--- src/rtl/rei_pkg.sv ---
// rei_pkg: shared constants and types for the rei core and its trace path.
//   XLEN/ILEN    : architectural register and instruction widths
//   UNIMP        : canonical RISC-V "unimp" encoding (csrrw x0, cycle, x0)
//   commit_rec_t : one retired instruction as seen by the trace sink
//   done_cause_e : why the commit monitor declared end of simulation
package rei_pkg;

   localparam int unsigned XLEN = 32;
   localparam int unsigned ILEN = 32;

   localparam logic [ILEN-1:0] UNIMP = 32'hc000_1073;

   typedef struct packed {
      logic [XLEN-1:0] pc;
      logic [ILEN-1:0] ir;
      logic            rf_we;
      logic [4:0]      rd;
      logic [XLEN-1:0] rf_wdata;
   } commit_rec_t;

   typedef enum logic [1:0] {
      DONE_NONE    = 2'd0,
      DONE_UNIMP   = 2'd1,
      DONE_TIMEOUT = 2'd2,
      DONE_HANG    = 2'd3
   } done_cause_e;

endpackage

--- src/rtl/commit_fifo.sv ---
// commit_fifo: circular buffer accepting up to NPUSH entries per cycle and
// releasing at most one per cycle.
//   clk, rst : clock, asynchronous active-high reset
//   push_n   : number of entries written this cycle (taken from wdata[0..])
//   wdata    : compacted write data, slot 0 is written first
//   pop      : advance the head (ignored while empty)
//   head     : entry at the read pointer (undefined while count == 0)
//   count    : registered occupancy
// The caller guarantees push_n <= DEPTH - count; no internal overflow guard.
module commit_fifo #(
   parameter int unsigned WIDTH = 8,
   parameter int unsigned DEPTH = 8,
   parameter int unsigned NPUSH = 2
) (
   input  logic                               clk,
   input  logic                               rst,
   input  logic [$clog2(NPUSH+1)-1:0]         push_n,
   input  logic [NPUSH-1:0][WIDTH-1:0]        wdata,
   input  logic                               pop,
   output logic [WIDTH-1:0]                   head,
   output logic [$clog2(DEPTH+1)-1:0]         count
);

   localparam int unsigned AW = (DEPTH > 1) ? $clog2(DEPTH) : 1;
   localparam int unsigned CW = $clog2(DEPTH+1);

   logic [WIDTH-1:0] mem [DEPTH];
   logic [AW-1:0]    wr_ptr;
   logic [AW-1:0]    rd_ptr;
   logic             do_pop;

   assign do_pop = pop && (count != '0);
   assign head   = mem[rd_ptr];

   // DEPTH is a power of two, so pointer wrap is plain modular overflow.
   always_ff @(posedge clk or posedge rst) begin
      if (rst) begin
         wr_ptr <= '0;
         rd_ptr <= '0;
         count  <= '0;
      end else begin
         wr_ptr <= wr_ptr + AW'(push_n);
         if (do_pop) rd_ptr <= rd_ptr + AW'(1);
         count  <= count + CW'(push_n) - CW'(do_pop);
      end
   end

   always_ff @(posedge clk) begin
      for (int unsigned i = 0; i < NPUSH; i++) begin
         if (i < 32'(push_n)) mem[wr_ptr + AW'(i)] <= wdata[i];
      end
   end

endmodule

--- src/rtl/commit_monitor.sv ---
// commit_monitor: collects per-lane commit records from the rei commit stage,
// queues them for the trace sink and decides when simulation is over.
//   clk_i, rst_i    : clock, asynchronous active-high reset
//   max_cycles_i    : cycle timeout threshold (0 disables)
//   cm_valid_i      : per-lane commit valid, lane 0 oldest
//   cm_rec_i        : per-lane commit record
//   trace_valid_o   : FIFO head valid
//   trace_ready_i   : sink consumes the head
//   trace_rec_o     : FIFO head record (0 while empty)
//   overflow_o      : sticky, a commit group was dropped for lack of space
//   drop_cnt_o      : dropped records, saturating
//   cycle_o         : cycles since reset release, frozen once done
//   instret_o       : committed instructions, dropped ones included
//   done_o          : sticky end of simulation
//   done_cause_o    : first cause that ended the run
//   done_pc_o       : pc of the UNIMP instruction, else 0
//   drained_o       : done and trace FIFO empty
module commit_monitor
   import rei_pkg::*;
#(
   parameter int unsigned NLANE       = 2,
   parameter int unsigned DEPTH       = 8,
   parameter int unsigned HANG_CYCLES = 1024
) (
   input  logic                          clk_i,
   input  logic                          rst_i,
   input  logic [63:0]                   max_cycles_i,
   input  logic [NLANE-1:0]              cm_valid_i,
   input  commit_rec_t [NLANE-1:0]       cm_rec_i,
   output logic                          trace_valid_o,
   input  logic                          trace_ready_i,
   output commit_rec_t                   trace_rec_o,
   output logic                          overflow_o,
   output logic [31:0]                   drop_cnt_o,
   output logic [63:0]                   cycle_o,
   output logic [63:0]                   instret_o,
   output logic                          done_o,
   output done_cause_e                   done_cause_o,
   output logic [XLEN-1:0]               done_pc_o,
   output logic                          drained_o
);

   localparam int unsigned NW = $clog2(NLANE+1);
   localparam int unsigned CW = $clog2(DEPTH+1);
   localparam int unsigned HW = $clog2(HANG_CYCLES+1);

   typedef enum logic {RUN, DONE} state_e;

   state_e                   state_q, state_d;
   done_cause_e              cause_q, cause_d;
   logic [XLEN-1:0]          pc_q, pc_d;

   commit_rec_t [NLANE-1:0]  grp;
   int unsigned              slot;
   logic [NW-1:0]            n;
   logic                     unimp_hit;
   logic [XLEN-1:0]          unimp_pc;

   logic [CW-1:0]            count;
   logic                     fits;
   logic [NW-1:0]            push_n;
   commit_rec_t              head;
   logic                     pop;

   logic [HW-1:0]            hang_q;
   logic                     timeout_hit;
   logic                     hang_hit;
   logic                     trig;
   logic [32:0]              drop_sum;

   // Compact valid lanes in lane order; an UNIMP ends the group after itself.
   // Once done, nothing is admitted, so n stays 0 and counters stay frozen.
   always_comb begin
      grp       = '0;
      slot      = 0;
      unimp_hit = 1'b0;
      unimp_pc  = '0;
      for (int unsigned i = 0; i < NLANE; i++) begin
         if (cm_valid_i[i] && !unimp_hit && (state_q == RUN)) begin
            grp[slot] = cm_rec_i[i];
            slot      = slot + 1;
            if (cm_rec_i[i].ir == UNIMP) begin
               unimp_hit = 1'b1;
               unimp_pc  = cm_rec_i[i].pc;
            end
         end
      end
      n = NW'(slot);
   end

   // Space is judged on the registered count: a same-cycle pop does not help.
   assign fits   = 32'(n) <= (DEPTH - 32'(count));
   assign push_n = fits ? n : '0;
   assign pop    = trace_valid_o && trace_ready_i;

   commit_fifo #(
      .WIDTH (($bits(commit_rec_t))),
      .DEPTH (DEPTH),
      .NPUSH (NLANE)
   ) u_fifo (
      .clk    (clk_i),
      .rst    (rst_i),
      .push_n (push_n),
      .wdata  (grp),
      .pop    (pop),
      .head   (head),
      .count  (count)
   );

   assign timeout_hit = (max_cycles_i != '0) && (cycle_o >= max_cycles_i);
   assign hang_hit    = 32'(hang_q) >= HANG_CYCLES;

   // Done FSM: first cause wins, UNIMP > TIMEOUT > HANG within a cycle.
   always_comb begin
      state_d = state_q;
      cause_d = cause_q;
      pc_d    = pc_q;
      case (state_q)
         RUN: begin
            if (unimp_hit) begin
               state_d = DONE;
               cause_d = DONE_UNIMP;
               pc_d    = unimp_pc;
            end else if (timeout_hit) begin
               state_d = DONE;
               cause_d = DONE_TIMEOUT;
            end else if (hang_hit) begin
               state_d = DONE;
               cause_d = DONE_HANG;
            end
         end
         DONE: ;
         default: state_d = RUN;
      endcase
   end

   assign trig = (state_q == RUN) && (state_d == DONE);

   always_ff @(posedge clk_i or posedge rst_i) begin
      if (rst_i) begin
         state_q <= RUN;
         cause_q <= DONE_NONE;
         pc_q    <= '0;
      end else begin
         state_q <= state_d;
         cause_q <= cause_d;
         pc_q    <= pc_d;
      end
   end

   assign drop_sum = {1'b0, drop_cnt_o} + 33'(n);

   // The cycle counter skips the increment on the edge that latches done, so
   // a timeout at max_cycles_i leaves cycle_o parked on that value.
   always_ff @(posedge clk_i or posedge rst_i) begin
      if (rst_i) begin
         cycle_o    <= '0;
         instret_o  <= '0;
         overflow_o <= 1'b0;
         drop_cnt_o <= '0;
         hang_q     <= '0;
      end else if (state_q == RUN) begin
         instret_o <= instret_o + 64'(n);
         if (!fits) begin
            overflow_o <= 1'b1;
            drop_cnt_o <= drop_sum[32] ? '1 : drop_sum[31:0];
         end
         if (!trig) cycle_o <= cycle_o + 64'd1;
         if (n != '0)         hang_q <= '0;
         else if (!hang_hit)  hang_q <= hang_q + HW'(1);
      end
   end

   assign trace_valid_o = (count != '0);
   assign trace_rec_o   = trace_valid_o ? head : '0;
   assign done_o        = (state_q == DONE);
   assign done_cause_o  = cause_q;
   assign done_pc_o     = pc_q;
   assign drained_o     = done_o && !trace_valid_o;

endmodule

--- config.mk ---
export PLATFORM = sky130hd
export DESIGN_NAME = commit_monitor
export DESIGN_NICKNAME = d
export VERILOG_FILES = /design/src/rtl/rei_pkg.sv /design/src/rtl/commit_fifo.sv /design/src/rtl/commit_monitor.sv
export SDC_FILE = /design/constraint.sdc
export NUM_CORES = 2
export LEC_CHECK = 0
export ABC_AREA = 1
export ABC_CLOCK_PERIOD_IN_PS = 15620
export CAP_MARGIN = 5
export CORE_MARGIN = 2
export CORE_UTILIZATION = 40
export DETAILED_ROUTE_END_ITERATION = 8
export GPL_ROUTABILITY_DRIVEN = 1
export HOLD_SLACK_MARGIN = 0.08
export PLACE_DENSITY = 0.55
export SLEW_MARGIN = 10
export SYNTH_ARGS = -nofsm -noshare
export SYNTH_HDL_FRONTEND = slang
export SYNTH_HIERARCHICAL = 1
export SYNTH_SLANG_ARGS = --single-unit
--- constraint.sdc ---
create_clock -name clk_i -period 15.62 [get_ports clk_i]
set_clock_uncertainty 0.1 [all_clocks]
set_input_delay 1.562 -clock clk_i [delete_from_list [all_inputs] [get_ports clk_i]]
set_output_delay 1.562 -clock clk_i [all_outputs]
set_load 0.03 [all_outputs]
==> impl_metrics.tcl <==
set metrics [dict create \
    outcome "completed" \
    layout_commonest_cell "nand2_1" \
    final_cell_mix "3656 x nand2_1, 1275 x inv_1, 958 x nand4_1" \
    viasPerCell 5.47 \
    cts-root-buf "clkbuf_16" \
    postSynthCellCount 9339 \
    grt_pass1_wl_um 390000 \
    ir_drop_mv 0.108 \
    dr.pass1.iters 7 \
    drc 0 \
    htreeDepth 3 \
    path_clk_slew_ns 0.06 \
    worst_slack_ns 5.72 \
    hpwlAfterDp_um 152000 \
    chipHeight_um 414 \
    worstMarginPinSlew_ns 1.30 \
    cts_made_buffers 121 \
    rows 150 \
    setup_viol 0 \
    grt-ovfl-total 0 \
    final_cells 11642 \
    final_hold_viol_count 0 \
    syn-cell-area_mm2 0.0673 \
    ys.warnings.count 6 \
    ys_seq_area_share_pct 44.5 \
    ys_ff_latch 1033 \
    dp_cells 11402 \
    grt_usage_pct 29.3 \
    synthTopCellsByArea "edfxtp_1 36%, nand2_1 20%, nand4_1 8.9%, dfrtp_1 8.1%, inv_1 7.1%" \
    fill_cells 16650 \
    insertion_delay_ns 0.75 \
    synth_area_per_cell_um2 7.20 \
    postRouteWirelength_um 258000 \
    max_slew_margin_pct 12.8 \
    wl_per_cell_um 22.2 \
    finalCritPeriodShare_pct 63.4 \
    postCtsSetupBuffers 0 \
    die_w_um 414 \
    start_util_pct 40.3 \
    cts_tree "built" \
    worst-path-max-fanout 114 \
    postCtsHoldBufs 0 \
    num_vias 63625 \
    finalSetupTns_ns 0 \
    clock-sinks 1033 \
    netlist.area_leader.share_pct 36.4 \
    final_max_slew_viol_count 0 \
    max_freq_mhz 101 \
    powerDensity_mw_per_mm2 117 \
    num_io_pins 573 \
    nNetsFinal 9681 \
    synth_edf_count 816 \
    synth_ff_type "edfxtp_1" \
    grt_pass1_vias 60901 \
    pre_cts_slack_ns 5.00 \
    cp_data_required_time_ns 15.87 \
    postRouteAntennaNets 0 \
    place_area_mm2 0.0732 \
    synth_nets 9699 \
    design_area_mm2 0.0773 \
    holdWs_ns 0.373 \
    drt_iter0_markers 6500 \
    start_kind "input pin" \
    path_class "in2reg" \
    gp_congestion 0.914 \
    final.min_clock_period_ns 9.90 \
    dieArea_mm2 0.171 \
    drive_gt1_share_pct 4.04 \
    finalPower_mw 9.01 \
    async_flop_share_pct 21.0 \
    yosysTopAreaCell "edfxtp_1" \
    hold_class "reg2reg" \
    synth_cell_types 48 \
    endpoint_kind "flip-flop" \
    antenna_found_initial 24 \
    core_mm2 0.167 \
    postLayoutCoreUtil_pct 46.3 \
    grt_setup_unrepaired "no" \
    p_leak_nw 38.2 \
    areaGrowthSynthToFinish_pct 14.9 \
    ctsLongestPathBuffers 3 \
    arrival_ns 10.15 \
    cap_violations 0 \
    grt_max_degree 204 \
    ctsResizeCount 0 \
    io_buffers 572 \
]
==> cell type report <==
type	count	area (um2)	share of cell area, %
timing repair buffer	685	6650	8.60
sequential	1033	29900	38.8
clock inverter	71	709	0.918
antenna	13	32.5	0.0421
tap	2204	2760	3.57
inverter	1290	4890	6.33
multi-input combinational	6190	29000	37.5
clock buffer	156	3280	4.25
==> routing by layer <==
layer | GRT usage [%] | wire [um] | vias to the layer above
met5 | 0 | 147 | -
met4 | 14.0 | 12000 | 22
met3 | 4.96 | 22000 | 533
met2 | 46.5 | 118000 | 2911
met1 | 38.8 | 106000 | 30148
li1 | - | - | 30011
==> cell families after synthesis <==
family | synth area share (%)
AO/OA/AOI/OAI | 2.17
XOR/XNOR | 1.59
adder cells (fa/ha/maj) | 1.64
buffers and inverters | 12.8
flip-flops | 44.5
AND/OR/NAND/NOR | 37.3
==> sequential cells by signal (all words and copies together), names as in the netlist <==
register,cells
done_cause_o,2
u_fifo/mem,816
drop_cnt_o,32
done_pc_o,32
done_o,1
instret_o,64
u_fifo/rd_ptr,3
u_fifo/wr_ptr,3
u_fifo/count,4
overflow_o,1
cycle_o,64
hang_q,11
==> where the power goes <==
group | leakage [nW] | total, mW | switching, mW | internal [mW]
Sequential | 8.53 | 3.02 | 0.0717 | 2.95
Clock | 1.94 | 2.91 | 1.23 | 1.69
Combinational | 27.7 | 3.08 | 2.15 | 0.929
Total | 38.2 | 9.01 | 3.45 | 5.56
==> path summary, 6_finish.rpt <==
| check | startpoint | end | slack [ns] | cells after the start |
|---|---|---|---|---|
| worst max-delay path | cm_valid_i[0] | u_fifo/mem[2][36] | 5.72 | 22 |
| worst min-delay path | overflow_o | overflow_o | 0.37 | 1 |
| worst max register to register | done_o | u_fifo/mem[2][36] | 6.55 | 22 |
| worst min register to register | overflow_o | overflow_o | 0.37 | 1 |
| max in group asynchronous | rst_i | instret_o[34] | 12.43 | 3 |
| min in group asynchronous | rst_i | u_fifo/rd_ptr[2] | 1.18 | 2 |
==> critical path, cell delays in order <==
cell     delay, ns
buf_4         0.70
nand2_2       0.64
inv_4         0.66
nand3_2       0.16
nand2_2       0.26
inv_2         0.20
ha_1          0.47
inv_1         0.09
ha_1          0.28
nand2_1       0.04
nor3b_2       0.16
nand2_1       0.07
inv_1         0.06
nor2_1        0.15
nand2_1       0.16
inv_8         0.54
buf_4         0.82
buf_4         0.88
nand3_4       0.08
buf_4         0.50
o21ai_4       0.60
buf_4         0.86
==> synthesized netlist by cell type, types with 5 or more instances <==
master and count:
buf_6 5, o21ai_0 107, buf_1 80, xor2_1 67, buf_4 25, dfrtp_1 217
inv_1 1278, nand3b_1 16, clkbuf_1 271, nor2_1 401, a21oi_1 40, o31ai_1 82
buf_2 443, nand2_1 3659, nor2_2 19, edfxtp_1 816, nor3_1 69, nand2_2 8
nor4_1 29, nand3_2 8, xnor2_1 55, o21ai_1 13, nand4_1 958, inv_2 8
nand3_1 542, ha_1 85
Note: power is estimated with default switching activity, not from simulation.
